==> src/rtl/acia_rx_fifo.sv <==
// ACIA receive front end: rx synchroniser, 8N1 deserialiser FSM and a small byte FIFO
// with sticky overrun / framing-error flags.
module acia_rx_fifo #(
  parameter int unsigned CLOCK      = 2000000,
  parameter int unsigned BAUD       = 19200,
  parameter int unsigned DEPTH_LOG2 = 4
) (
  input  logic                  clk,
  input  logic                  reset,
  input  logic                  rx,
  input  logic                  rd,
  input  logic                  clr_err,
  output logic [7:0]            data_out,
  output logic                  rx_valid,
  output logic [DEPTH_LOG2:0]   count,
  output logic                  overrun,
  output logic                  framing_err
);

  localparam int unsigned DIV   = CLOCK / BAUD;
  localparam int unsigned DEPTH = 1 << DEPTH_LOG2;
  localparam int unsigned TW    = (DIV > 2) ? $clog2(DIV) : 2;

  localparam logic [TW-1:0]         TMR_FULL = TW'(DIV - 1);
  localparam logic [TW-1:0]         TMR_HALF = TW'(DIV / 2 - 1);
  localparam logic [DEPTH_LOG2:0]   CNT_FULL = (DEPTH_LOG2 + 1)'(DEPTH);

  typedef enum logic [1:0] {
    S_IDLE,
    S_START,
    S_DATA,
    S_STOP
  } state_t;

  logic                  r_rx_meta;
  logic                  r_rxs;
  state_t                r_state;
  state_t                w_state_nxt;
  logic [TW-1:0]         r_tmr;
  logic [TW-1:0]         w_tmr_nxt;
  logic [2:0]            r_idx;
  logic [2:0]            w_idx_nxt;
  logic [7:0]            r_shift;
  logic [7:0]            w_shift_nxt;
  logic                  w_push;
  logic                  w_frame_err;

  logic [7:0]            r_mem [DEPTH];
  logic [DEPTH_LOG2-1:0] r_wptr;
  logic [DEPTH_LOG2-1:0] r_rptr;
  logic [DEPTH_LOG2-1:0] w_rptr_nxt;
  logic [DEPTH_LOG2:0]   r_count;
  logic [DEPTH_LOG2:0]   w_count_nxt;
  logic [7:0]            r_data_out;
  logic [7:0]            w_head_nxt;
  logic                  r_overrun;
  logic                  r_framing;
  logic                  w_full;
  logic                  w_pop;
  logic                  w_wr;
  logic                  w_ovr;

  always_ff @(posedge clk) begin
    if (reset) begin
      r_rx_meta <= 1'b1;
      r_rxs     <= 1'b1;
    end else begin
      r_rx_meta <= rx;
      r_rxs     <= r_rx_meta;
    end
  end

  always_ff @(posedge clk) begin
    if (reset) begin
      r_state <= S_IDLE;
      r_tmr   <= '0;
      r_idx   <= '0;
      r_shift <= '0;
    end else begin
      r_state <= w_state_nxt;
      r_tmr   <= w_tmr_nxt;
      r_idx   <= w_idx_nxt;
      r_shift <= w_shift_nxt;
    end
  end

  always_comb begin
    w_state_nxt = r_state;
    w_tmr_nxt   = r_tmr;
    w_idx_nxt   = r_idx;
    w_shift_nxt = r_shift;
    w_push      = 1'b0;
    w_frame_err = 1'b0;
    case (r_state)
      S_IDLE: begin
        if (!r_rxs) begin
          w_state_nxt = S_START;
          w_tmr_nxt   = TMR_HALF;
        end
      end
      S_START: begin
        if (r_tmr != '0) begin
          w_tmr_nxt = r_tmr - 1'b1;
        end else if (!r_rxs) begin
          w_state_nxt = S_DATA;
          w_tmr_nxt   = TMR_FULL;
          w_idx_nxt   = '0;
        end else begin
          w_state_nxt = S_IDLE;
        end
      end
      S_DATA: begin
        if (r_tmr != '0) begin
          w_tmr_nxt = r_tmr - 1'b1;
        end else begin
          w_shift_nxt[r_idx] = r_rxs;
          w_tmr_nxt          = TMR_FULL;
          w_idx_nxt          = r_idx + 1'b1;
          if (r_idx == 3'd7) begin
            w_state_nxt = S_STOP;
          end
        end
      end
      S_STOP: begin
        if (r_tmr != '0) begin
          w_tmr_nxt = r_tmr - 1'b1;
        end else begin
          w_push      = r_rxs;
          w_frame_err = !r_rxs;
          w_state_nxt = S_IDLE;
        end
      end
      default: w_state_nxt = S_IDLE;
    endcase
  end

  assign w_full = (r_count == CNT_FULL);
  assign w_pop  = rd && (r_count != '0);
  assign w_wr   = w_push && (!w_full || w_pop);
  assign w_ovr  = w_push && w_full && !w_pop;

  always_comb begin
    w_rptr_nxt  = w_pop ? r_rptr + 1'b1 : r_rptr;
    w_count_nxt = r_count;
    if (w_wr && !w_pop) begin
      w_count_nxt = r_count + 1'b1;
    end else if (!w_wr && w_pop) begin
      w_count_nxt = r_count - 1'b1;
    end
    // Head is precomputed so data_out is valid in the same cycle rx_valid rises;
    // a byte written into the slot that becomes head bypasses the memory.
    if (w_wr && (r_wptr == w_rptr_nxt)) begin
      w_head_nxt = r_shift;
    end else begin
      w_head_nxt = r_mem[w_rptr_nxt];
    end
  end

  always_ff @(posedge clk) begin
    if (w_wr && !reset) begin
      r_mem[r_wptr] <= r_shift;
    end
  end

  always_ff @(posedge clk) begin
    if (reset) begin
      r_wptr     <= '0;
      r_rptr     <= '0;
      r_count    <= '0;
      r_data_out <= '0;
      r_overrun  <= 1'b0;
      r_framing  <= 1'b0;
    end else begin
      if (w_wr) begin
        r_wptr <= r_wptr + 1'b1;
      end
      r_rptr  <= w_rptr_nxt;
      r_count <= w_count_nxt;
      if (w_count_nxt != '0) begin
        r_data_out <= w_head_nxt;
      end
      r_overrun <= (r_overrun && !clr_err) || w_ovr;
      r_framing <= (r_framing && !clr_err) || w_frame_err;
    end
  end

  assign data_out    = r_data_out;
  assign rx_valid    = (r_count != '0);
  assign count       = r_count;
  assign overrun     = r_overrun;
  assign framing_err = r_framing;

endmodule

==> config.mk <==
export PLATFORM = sky130hd
export DESIGN_NAME = acia_rx_fifo
export DESIGN_NICKNAME = d
export VERILOG_FILES = /design/src/rtl/acia_rx_fifo.sv
export SDC_FILE = /design/constraint.sdc
export NUM_CORES = 1
export LEC_CHECK = 0
export ABC_AREA = 1
export BUFFER_PORTS_ARGS = -buffer_cell sky130_fd_sc_hd__buf_4
export CAP_MARGIN = 20
export CELL_PAD_IN_SITES_DETAIL_PLACEMENT = 0
export CELL_PAD_IN_SITES_GLOBAL_PLACEMENT = 1
export CORE_UTILIZATION = 30
export DETAILED_ROUTE_END_ITERATION = 10
export GPL_TIMING_DRIVEN = 0
export PLACE_DENSITY = 0.5
export SLEW_MARGIN = 10
export SYNTH_ARGS = -nofsm -noshare
export SYNTH_HDL_FRONTEND = slang
export SYNTH_SLANG_ARGS = --single-unit
export TNS_END_PERCENT = 1
==> constraint.sdc <==
create_clock -name clk -period 2.8 [get_ports clk]
set_input_delay 0.56 -clock clk [delete_from_list [all_inputs] [get_ports clk]]
set_output_delay 0.56 -clock clk [all_outputs]
set_load 0.03 [all_outputs]
==> results of run 1 <==
[synthesized netlist by cell type, types with 3 or more instances]
library cell	number
a221oi_1	4
nand2_4	3
clkbuf_1	15
nor2_1	42
nand3b_1	17
nor2_4	4
nand3_4	3
a21oi_1	37
buf_6	3
o211ai_1	21
xor2_1	7
nand2_2	3
ha_1	15
edfxtp_1	128
o21ai_1	6
inv_1	103
dfxtp_1	45
nand4_1	5
inv_2	10
nor3_1	13
nand3_1	131
buf_4	5
o21ai_0	20
nand2_1	173
buf_2	11
[power groups by stage]
stage          Clock, uW  Combinational, uW  Sequential [uW]
2_1_floorplan          0               2820             3110
3_3_place_gp           0               4450             2990
3_5_place_dp           0               4450             2990
4_1_cts             2640               4500             2940
5_1_grt             2720               4970             2950
6_report            2580               4550             2940
[worst max path at each step]
| stage | startpoint | slack [ns] | end |
|---|---|---|---|
| after floorplan | count[0] | 0.29 | r_mem[12][0] |
| after global placement | r_tmr[0] | -0.62 | r_mem[12][3] |
| after detailed placement | r_tmr[0] | -0.19 | r_mem[4][2] |
| after CTS | r_tmr[0] | -0.18 | r_mem[8][1] |
| after global routing | r_tmr[0] | -0.10 | r_mem[4][4] |
| final | r_tmr[0] | 0.11 | r_mem[4][4] |
[logic make-up (layout without fill, tap and decap cells)]
logic type | after synthesis | count (layout) | synth area share [%]
xor+xnor | 8 | 8 | 0.863
compound gates | 94 | 94 | 6.86
fa+ha+maj | 15 | 15 | 2.31
buf+inv | 149 | 204 | 7.57
flops | 173 | 173 | 58.5
simple gates | 402 | 402 | 23.9
[registers in the layout, summed over array words and instances (netlist names), named ones only]
name,cells
r_state,1
r_rx_meta,1
r_rxs,1
count,5
r_wptr,4
r_idx,3
r_shift,8
data_out,8
r_rptr,4
r_tmr,7
overrun,1
r_mem,128
framing_err,1
[area by class of cell]
| class | instances | share of cell area (%) |
|---|---|---|
| timing repair buffer | 23 | 1.84 |
| clock inverter | 15 | 2.20 |
| tap | 335 | 4.42 |
| sequential | 173 | 50.1 |
| buffer | 36 | 2.17 |
| inverter | 113 | 4.48 |
| multi-input combinational | 519 | 30.3 |
| clock buffer | 17 | 4.49 |
[layer usage]
layer	up-vias	global-route usage, %
li1	2941	-
met1	2916	24.3
met2	99	28.9
met3	24	2.40
met4	0	5.76
met5	-	0
[stage by stage]
step	area, um^2	hold slack [ns]
floorplan	8120	0.389
global placement	8680	0.398
detailed placement	8740	0.402
CTS	9420	0.290
global route	9480	0.308
finish	9480	0.314
==> summary.md, run 1 <==
| Metric | Value |
|---|---|
| Via count | `5980` |
| WL met2 | `11200 um` |
| Vias in the first global route | `5923` |
| Comb power frac | `45.2%` |
| H-tree Lvls | `4` |
| Outcome | `complete, no violations` |
| Hold wc startpoint | `rx` |
| Post-CTS Resized | `10` |
| Clk pwr share | `25.6%` |
| WP buf/inv | `2` |
| Worst R2R Start | `r_tmr[0]` |
| Top FF cell, synth | `edfxtp_1` |
| Worst slew margin | `roughly 38%` |
| Final hold violation count | `0` |
| CP cell instances | `inv_1, ha_1, nand3_4, nor2_8, nand3_4, inv_1, nand2_1, nor2_1, nand2_1, nor2_2` |
| Fin worst setup slack | `about 0.11 ns` |
| CP Class | `reg -> reg` |
| Dpl cells | `1199` |
| Number of flops mapped to enable cells by yosys | `~130` |
| Routability Congestion | `0.842` |
| Worst setup EP type | `flop` |
| Pre-CTS WS | `-0.191 ns` |
| Critical path required time | `2.87 ns` |
| Total gr overflow | `0` |
| Tmin final | `2.69 ns` |
| Reg-to-Reg End | `r_mem[4][4]` |
| Die X | `166 um` |
| Worst reg2reg setup slack | `0.11 ns` |
| Pre-antenna DRT Iters | `5` |
| CTS tree | `yes` |
| WL met3 | `572 um` |
| Worst-margin pin slew | `0.931 ns` |
| Syn_nets | `861` |
| Sequential area share after synthesis | `58.5%` |
| Clk sinks | `173` |
| CTS root buf | `clkbuf_16` |
| Reg2reg path depth | `10` |
| Clock skew | `about 0.018 ns` |
| Detailed Place HPWL | `16900 um` |
| Area leader, netlist | `edfxtp_1` |
| Reg power frac | `about 29%` |
| Largest stage delay on the critical path | `roughly 0.55 ns` |
| Post-Synthesis Cells | `841` |
| Hold Crit Depth | `2` |
| Top routing layer in use | `met4` |
| Top cells by area, synth | `edfxtp_1 47%, dfxtp_1 11%, nand3_1 8.1%` |
| Setup TNS after final layout | `0 ns` |
| PnR Total Power | `10100 uW` |
| Vias per cell | `4.86` |
| Most frequent cells in the layout | `173 x nand2_1, 131 x nand3_1, 128 x edfxtp_1` |
| GR Util All Layers | `17.7%` |
| Routed Antenna Nets | `0` |
| CP arrival | `2.76 ns` |
| Worst-path clk slew | `~0.070 ns` |
| Critical Path Stages | `10` |
| Final setup violation count | `0` |
| Die Area | `between 20000 and 30000 um^2` |
| Hold Buf Count CTS | `0` |
| Drt wl/cell | `19.2 um` |
| Share of layout cells above drive strength 1 | `roughly 14%` |
| CP Max Fanout | `8` |
| WL met1 | `11500 um` |
| First-pass GRT wire length | `between 30000 and 40000 um` |
| Max VDD drop | `0.576 mV` |
| Pwr Density | `between 1000 and 1500 nW/um^2` |
| Post-layout util | `36.1%` |
| CP top delay family | `simple AND/OR/NAND/NOR gates` |
| Post-synth top area share | `47.4%` |
| YS warnings | `0` |
| CP Launch Type | `flop` |
| Switch share | `42.9%` |
| Sw power | `4330 uW` |
| Multi-input logic area | `2880 um^2` |
| Die H | `roughly 170 um` |
| Final nets | `903` |
| Commonest non-fill, non-tap cell in the layout | `nand2_1` |
| Register area | `4740 um^2` |
| Post-CTS Setup Repair Bufs | `0` |
| Path category of the worst min-delay check | `in -> reg` |
| IO buf count | `19` |
| First DRT Iteration DRCs | `449` |
| FILL cells | `2684` |
| Avg Cell Area, Syn | `9.65 um^2` |
| Hold endpoint | `r_rx_meta` |
| Core ar. | `26300 um^2` |
| Initial antenna violation count | `0` |
| Initial core utilization | `30.9%` |
| CTS Buf Count | `17` |
| Post-synth ARST share | `0%` |
| RSZ-0062 raised after global routing | `true` |
| Fin. max-slew vios | `0` |
| Cell-internal power | `5750 uW` |
| Max Buffers Root-to-Sink | `2` |
| Syn-to-layout area delta | `16.8%` |
| Fmax | `371 MHz` |
| Ant. Diodes | `0` |
| Worst skew pair latency | `0.43 ns` |
| WL final | `23600 um` |
| # IOs | `21` |
| Crit share post-route | `96.1%` |
| CP max-delay cell | `nor2_2` |
| DRC | `0` |
| Num rows | `between 50 and 60` |
| Register bit total from synthesis | `173` |
| Post-synth cell types | `39` |
| Pin count of the biggest net entering global routing | `19` |
| Non-Filler Instances | `~1200` |
| Max-Cap Viols | `0` |
| Post-Synthesis Cell Area | `8120 um^2` |
| Leakage power | `between 0.003 and 0.004 uW` |
(Power assumes the default switching activity.)
==> run 2, diff against run 1 <==
--- a/config.mk
+++ b/config.mk
@@ -8,12 +8,11 @@
 export ABC_AREA = 1
 export BUFFER_PORTS_ARGS = -buffer_cell sky130_fd_sc_hd__buf_4
 export CAP_MARGIN = 20
-export CELL_PAD_IN_SITES_DETAIL_PLACEMENT = 0
-export CELL_PAD_IN_SITES_GLOBAL_PLACEMENT = 1
 export CORE_UTILIZATION = 30
 export DETAILED_ROUTE_END_ITERATION = 10
 export GPL_TIMING_DRIVEN = 0
-export PLACE_DENSITY = 0.5
+export PLACE_DENSITY = 0.41
+export SKIP_CTS_REPAIR_TIMING = 1
 export SLEW_MARGIN = 10
 export SYNTH_ARGS = -nofsm -noshare
 export SYNTH_HDL_FRONTEND = slang
==> constraint.sdc (replaced) <==
create_clock -name clk -period 3.3 [get_ports clk]
set_input_delay 0.66 -clock clk [delete_from_list [all_inputs] [get_ports clk]]
set_output_delay 0.66 -clock clk [all_outputs]
set_load 0.03 [all_outputs]
==> summary.md, run 2 (synthesized netlist as in run 1, its figures left out) <==
| Metric | Value |
|---|---|
| Fmax | `339 MHz` |
| Share of layout cells above drive strength 1 | `12.8%` |
| Worst slew margin | `about a third` |
| Critical path required time | `~3.6 ns` |
| Worst-margin pin slew | `0.971 ns` |
| CTS tree | `yes` |
| Max-Cap Viols | `0` |
| Pre-antenna DRT Iters | `5` |
| Outcome | `complete, no violations` |
| DRC | `0` |
| Worst-path clk slew | `0.07 ns` |
| First DRT Iteration DRCs | `500` |
| Routed Antenna Nets | `0` |
| H-tree Lvls | `4` |
| Max Buffers Root-to-Sink | `2` |
| Tmin final | `about 3 ns` |
| First-pass GRT wire length | `35600 um` |
| Pwr Density | `892 nW/um^2` |
| CP Class | `reg -> reg` |
| Total gr overflow | `0` |
| Vias per cell | `4.83` |
| Syn-to-layout area delta | `15.2%` |
| Biggest register | `r_mem` |
| Comb power frac | `approximately 46%` |
| Max reg flops | `roughly 130` |
| Switch share | `~44%` |
| Sw power | `3700 uW` |
| Via count | `5950` |
| Most frequent cells in the layout | `173 x nand2_1, 131 x nand3_1, 128 x edfxtp_1` |
| Core ar. | `26300 um^2` |
| CTS root buf | `clkbuf_16` |
| WL final | `roughly 24000 um` |
| Cell-internal power | `4650 uW` |
| Ant. Diodes | `0` |
| CP Max Fanout | `10` |
| FILL cells | `2693` |
| Clk sinks | `around 170` |
| Pin count of the biggest net entering global routing | `19` |
| CP max-delay cell | `dfxtp_1` |
| CTS Buf Count | `17` |
| CP Launch Type | `flop` |
| Die H | `roughly 170 um` |
| RSZ-0062 raised after global routing | `false` |
| Final setup violation count | `0` |
| Initial core utilization | `a little under a third` |
| Final nets | `905` |
| Most used cell, CP | `nand3_1` |
| Max VDD drop | `0.354 mV` |
| Register area | `4740 um^2` |
| Leakage power | `0.00379 uW` |
| Path category of the worst min-delay check | `in -> reg` |
| Fin. max-slew vios | `0` |
| Clock skew | `0.0117 ns` |
| Pre-CTS WS | `about 0.37 ns` |
| Routability Congestion | `0.820` |
| Multi-input logic area | `approximately 2800 um^2` |
| CP arrival | `3.24 ns` |
| Commonest non-fill, non-tap cell in the layout | `nand2_1` |
| # IOs | `21` |
| Fin worst setup slack | `between 0.3 and 0.4 ns` |
| Final Hold Slack | `0.414 ns` |
| Vias in the first global route | `about 5500` |
| Die Area | `27700 um^2` |
| Reg power frac | `between 20% and 30%` |
| Die X | `between 150 and 200 um` |
| Drt wl/cell | `19.2 um` |
| Final hold violation count | `0` |
| Largest stage delay on the critical path | `0.46 ns` |
| Worst skew pair latency | `roughly 0.43 ns` |
| Crit share post-route | `89.3%` |
| Initial antenna violation count | `0` |
| Detailed Place HPWL | `16600 um` |
| CP cell instances | `inv_1, ha_1, nand3_4, nand3_2, nand2_2, buf_6, buf_4, nand2_1, nand3_1, nand3_1, nand3_1, nand3_1, nand3_1, a21oi_1` |
| IO buf count | `19` |
| Clk pwr share | `24.1%` |
| Num rows | `59` |
| Worst setup EP type | `flop` |
| GR Util All Layers | `17.6%` |
## run 2: cell types whose count changed in the layout (fill, tap and decap cells not counted), sizes merged
| cell | before | now |
|---|---|---|
| bufinv | 4 | 1 |
| inv | 118 | 117 |
| buf | 42 | 46 |
| clkinv | 4 | 8 |
| clkinvlp | 2 | 0 |
## run 2: power by group through the flow
stage	Combinational (uW)	Sequential [uW]	Clock, uW
after floorplan	2390	2640	0
after global placement	3860	2550	0
after detailed placement	3840	2550	0
after CTS	3860	2500	2060
after global routing	4200	2510	2150
final	3830	2500	2010
## run 2: stage by stage
step / total power (uW) / cells / TNS (ns) / cell area, um^2 / utilization (%)
after floorplan: 5030 / 841 / 0 / 8120 / -
after global placement: 6410 / 1195 / -2.68 / 8680 / 33.0
after detailed placement: 6390 / 1201 / 0 / 8770 / 33.4
after CTS: 8420 / 1233 / 0 / 9350 / 35.6
after global routing: 8850 / 1233 / 0 / 9350 / 35.6
final: 8340 / 1233 / 0 / 9350 / 35.6
## run 2: final cells by class
cell class                 instances  area share (%)
buffer                            36            2.03
clock buffer                      19            4.84
clock inverter                    13            1.42
inverter                         113            4.54
multi-input combinational        519            29.9
sequential                       173            50.7
tap                              335            4.48
timing repair buffer              25            2.10
## run 2: path summary, 6_finish.rpt
path / startpoint / slack [ns] / endpoint / depth (start not counted)
worst min-delay path: rx / 0.41 / r_rx_meta / 2
worst min register to register: r_rx_meta / 0.41 / r_rxs / 1
worst max-delay path: count[0] / 0.35 / data_out[0] / 14
worst max register to register: count[0] / 0.35 / data_out[0] / 14
## run 2: per-layer routing
layer	wire (um)	up-vias	global-route usage (%)
li1	-	2939	-
met1	11700	2895	25.2
met2	10800	100	27.4
met3	858	16	3.16
met4	358	0	4.39
met5	0	-	0
## run 2: worst max-delay path, delay by kind of cell (launching register included)
| family | cells | cell delay (ns) |
|---|---|---|
| flops | 1 | 0.46 |
| buf+inv | 3 | 0.53 |
| simple gates | 9 | 1.47 |
| fa+ha+maj | 1 | 0.28 |
| compound gates | 1 | 0.07 |
